[src/rtl/encoder4_to_2_seq.sv]
// encoder4_to_2_seq -- registered 4-to-2 request encoder with handshake.
//
// Requests on d0..d3 are latched into a pending register and granted one at a
// time on the a1/a0 output under a valid/ready handshake. A request that
// arrives while its pending bit is already set (and not being granted on that
// edge) is dropped, and ovf pulses for one cycle.
//
// Ports:
//   clk          rising-edge clock
//   reset        asynchronous, active-high reset
//   d0..d3       request lines, sampled on every rising edge
//   ready        consumer accepts a1/a0 when valid & ready
//   a1, a0       encoded index of the granted request (a1 = MSB)
//   valid        a1/a0 hold a granted index
//   ovf          one-cycle pulse: a duplicate request was dropped
//
// Configuration:
//   ENCODER_ROUND_ROBIN_EN  when defined, grants rotate through a 2-bit
//                           pointer; otherwise index 0 has fixed top priority.
module encoder4_to_2_seq (
  input  logic clk,
  input  logic reset,
  input  logic d0,
  input  logic d1,
  input  logic d2,
  input  logic d3,
  input  logic ready,
  output logic a1,
  output logic a0,
  output logic valid,
  output logic ovf
);

  typedef enum logic {EMPTY = 1'b0, FULL = 1'b1} state_t;

  state_t     state_q, state_d;
  logic [3:0] pend_q, pend_d;
  logic [1:0] idx_q, idx_d;
  logic       ovf_q, ovf_d;

  logic [3:0] req;
  logic [3:0] clr_mask;
  logic [1:0] pick;
  logic       any_pend;
  logic       load;
  logic       grant;

  assign req = {d3, d2, d1, d0};

`ifdef ENCODER_ROUND_ROBIN_EN
  logic [1:0] rr_q;
  logic [1:0] probe;

  // Search starts at the pointer and wraps; first pending bit found wins.
  always_comb begin
    pick  = rr_q;
    probe = rr_q;
    for (int j = 3; j >= 0; j--) begin
      probe = rr_q + 2'(j);
      if (pend_q[probe]) pick = probe;
    end
  end

  always_ff @(posedge clk or posedge reset) begin
    if (reset)      rr_q <= 2'd0;
    else if (grant) rr_q <= pick + 2'd1;
  end
`else
  // Fixed priority: index 0 highest.
  always_comb begin
    pick = 2'd0;
    if      (pend_q[0]) pick = 2'd0;
    else if (pend_q[1]) pick = 2'd1;
    else if (pend_q[2]) pick = 2'd2;
    else if (pend_q[3]) pick = 2'd3;
  end
`endif

  // Next-state / datapath. Selection looks only at registered pending bits,
  // so a request sampled on one edge can be granted on the next at earliest.
  always_comb begin
    state_d  = state_q;
    idx_d    = idx_q;
    any_pend = |pend_q;
    load     = (state_q == EMPTY) || ready;
    grant    = load && any_pend;
    clr_mask = grant ? (4'b0001 << pick) : 4'b0000;
    // OR-ing the new requests after the clear makes a same-edge set win.
    pend_d   = (pend_q & ~clr_mask) | req;
    // Duplicate: already pending and not being freed on this edge.
    ovf_d    = |(req & pend_q & ~clr_mask);
    if (load) begin
      if (any_pend) begin
        state_d = FULL;
        idx_d   = pick;
      end else begin
        state_d = EMPTY;
      end
    end
  end

  always_ff @(posedge clk or posedge reset) begin
    if (reset) begin
      state_q <= EMPTY;
      pend_q  <= 4'b0000;
      idx_q   <= 2'd0;
      ovf_q   <= 1'b0;
    end else begin
      state_q <= state_d;
      pend_q  <= pend_d;
      idx_q   <= idx_d;
      ovf_q   <= ovf_d;
    end
  end

  assign valid = (state_q == FULL);
  assign a1    = idx_q[1];
  assign a0    = idx_q[0];
  assign ovf   = ovf_q;

endmodule

[config.mk]
export PLATFORM = sky130hd
export DESIGN_NAME = encoder4_to_2_seq
export DESIGN_NICKNAME = d
export VERILOG_FILES = /design/src/rtl/encoder4_to_2_seq.sv
export SDC_FILE = /design/constraint.sdc
export NUM_CORES = 1
export LEC_CHECK = 0
export ABC_AREA = 1
export BUFFER_PORTS_ARGS = -buffer_cell sky130_fd_sc_hd__clkbuf_2
export CAP_MARGIN = 20
export CORE_AREA = 2 2 39 41
export DETAILED_ROUTE_END_ITERATION = 6
export DIE_AREA = 0 0 41 43
export GPL_TIMING_DRIVEN = 0
export PLACE_DENSITY = 0.62
export SLEW_MARGIN = 20
export SYNTH_ARGS = -nofsm -noshare
export SYNTH_HDL_FRONTEND = slang
export SYNTH_SLANG_ARGS = --single-unit
[constraint.sdc]
create_clock -name clk -period 1.55 [get_ports clk]
set_clock_uncertainty 0.05 [all_clocks]
set_input_delay 0.155 -clock clk [delete_from_list [all_inputs] [get_ports clk]]
set_output_delay 0.155 -clock clk [all_outputs]
set_load 0.05 [all_outputs]
==> flow_summary.yaml <==
worst_setup_path:
  required_ps: 1650
  start_kind: "flop"
  end_kind: "flop"
  critPathKind: "flop to flop"
  ff2ff_setup_slack_ps: 440
  path_max_fanout: 3
  critPathArrivalTime_ps: 1210
yosys:
  ys.warnings.count: 0
  synth_edf_count: 0
  synth_largest_area_cell: "dfrtp_1"
  ys_async_sr_fraction: 1.00
  yosys-top-cells-count: "nand2_1 (16), inv_1 (12), dfrtp_1 (8)"
  syn_inst: 52
  yosysUniqueCellTypes: 12
  syn_area_per_cell_sq_um: 7.70
  syn-cell-area_sq_um: 400
  synth-seq-cells: 8
  yosysSeqAreaShare: 0.500
  synth_flop_cell: "dfrtp_1"
  syn_nets: 59
  post-synth-top-area-fraction: 0.500
  synth.area.top_cells: "dfrtp_1 (50%), nand2_1 (15%), inv_1 (11%), a21o_1 (5.6%), o21ai_0 (3.8%)"
  yosysMostFrequentCell: "nand2_1"
cts:
  cts_resized: 0
  clk_path_buf_depth: 2
  cts_tree: "yes"
  clock_latency_ps: 250
  numClockSinks: 8
  cts_buffers: 3
  clockRootBuffer: "clkbuf_4"
  cts.reportedPaths.clkPinSlew_ps: 60
  h-tree-depth: 1
power:
  finalPower_mw: 0.497
  combPwrFrac: 0.201
  ir_worst_vdd_v: 0.000246
  p_sw_frac: 0.312
  p_seq_frac: 0.471
  clockPowerShare: 0.328
  p_per_area_nw_per_um2: 988
  intPower_mw: 0.342
  p_sw_mw: 0.155
  leakage_nw: 0.289
route:
  vias: 343
  post_drt_wl_per_cell_um: 9.05
  drt_wl_total_um: 742
  wl_met2_um: 335
  drtIter0Drc: 7
  detail-route-antenna-nets: 0
  met1_length_um: 365
  dr_wl_met3_um: 42
  top_layer: "met3"
  drc: 0
  dr.pass1.iters: 2
  avgViaCountPerCell: 4.18
layout:
  register_area_sq_um: 200
  num_antenna_cells: 0
  utilization: 0.363
  areaGrowthSynthToFinish_pct: 25.6
  nFillCells: 156
  multi_input_area_sq_um: 155
  fin_nets: 75
  layout-drive-gt1-share: 0.258
flow_run:
  cap_viol_max_count: 0
sta:
  tightest_slew_ps: 337
  rsz0062_at_grt: "false"
  drv_slew: 0
  slew_headroom: 0.775
  fin_crit_sh: 0.715
  hold_viol_final: 0
  setup_viol: 0
  period_needed_ps: 1110
  fmax_mhz: 902
  fin_tns_setup_ps: 0
  hold_slack_ps: 41.4
  setup_ws_ps: 441
grt:
  globalRouteOverflowTotal: 0
  grt_first_pass_wirelength_um: 1210
  grt_start_max_net_pins: 9
  grt_pass1_vias: 307
  antenna_found_initial: 0
  grt_usage: 0.106
placement:
  pre_cts_ws_ps: 443
  routabilityCongestion: 0.739
  port_buffers: 10
  place_hpwl_um: 582
hold_path:
  hp-class: "primary input to flop"
floorplanning:
  die_width_um: 41
  rows: 14
  dieHeight_um: 43
  pin_count: 11
  start_util: 0.289
  core_sq_um: 1380
  die-area_sq_um: 1760
status:
  status: "finished, final reports clean"
==> layout make-up <==
class	count	share of cell area
Inverter	12	0.0896
Timing Repair Buffer	11	0.119
Multi-Input combinational cell	32	0.308
Clock buffer	3	0.0448
Sequential cell	8	0.398
Tap cell	16	0.0398
==> sequential cells by signal (all words and copies together), names as in the netlist <==
register	count
valid	1
idx_q	2
ovf	1
pend_q	4
==> routing by layer <==
metal  up-vias  GRT usage
met5         -          0
met4         0     0.0800
met3         0     0.0471
met2         9      0.138
met1       148      0.131
li1        186          -
==> layout by cell type (no fill, tap or decap) <==
cell type and count:
nand2_1 16, inv_1 12, clkbuf_2 10, dfrtp_1 8
o21ai_0 3, a21o_1 3, clkbuf_4 3, nor2_1 2
nand2_2 2, nand3_1 2, nor2_2 1, nor2_4 1
nor3_1 1, a21oi_1 1, dlygate4sd3_1 1
==> path summary, 6_finish.rpt <==
check / from / to / cells past startpoint
max: pend_q[0] / pend_q[3] / 5
min: d1 / pend_q[1] / 2
max reg2reg: pend_q[0] / pend_q[3] / 5
min reg2reg: idx_q[1] / idx_q[1] / 2
max in group asynchronous: reset / idx_q[1] / 3
min in group asynchronous: reset / pend_q[0] / 3
==> critical path, stage by stage, from the launching register on <==
cell	delay, ps
dfrtp_1	410
nor2_2	150
nand2_2	90
nor2_4	80
nand2_1	70
a21o_1	150
==> per-stage QoR <==
stage,cell area (sq um),std cells
after floorplan,400,52
after global placement,470,78
after detailed placement,470,78
after CTS,503,82
after global routing,503,82
final,503,82
==> logic make-up after synthesis <==
kind of cell	count (synthesis)	synth area share
buffers and inverters	12	0.112
DFF	8	0.500
and+or+nand+nor	25	0.281
AOI/OAI and AO/OA	7	0.106
==> power groups by stage <==
stage | Clock (mW) | Sequential, mW | Combinational, mW
6_report | 0.163 | 0.234 | 0.100
5_1_grt | 0.183 | 0.237 | 0.112
2_1_floorplan | 0 | 0.269 | 0.0411
3_3_place_gp | 0 | 0.237 | 0.0980
4_1_cts | 0.168 | 0.235 | 0.101
3_5_place_dp | 0 | 0.238 | 0.0991
==> timing repair <==
| item | 4_1_cts | 5_1_grt |
|---|---|---|
| hold buffers | 1 | 0 |
| hold endpoints to repair | 8 | 0 |
| setup buffers | 0 | 0 |
(Power assumes the default switching activity.)
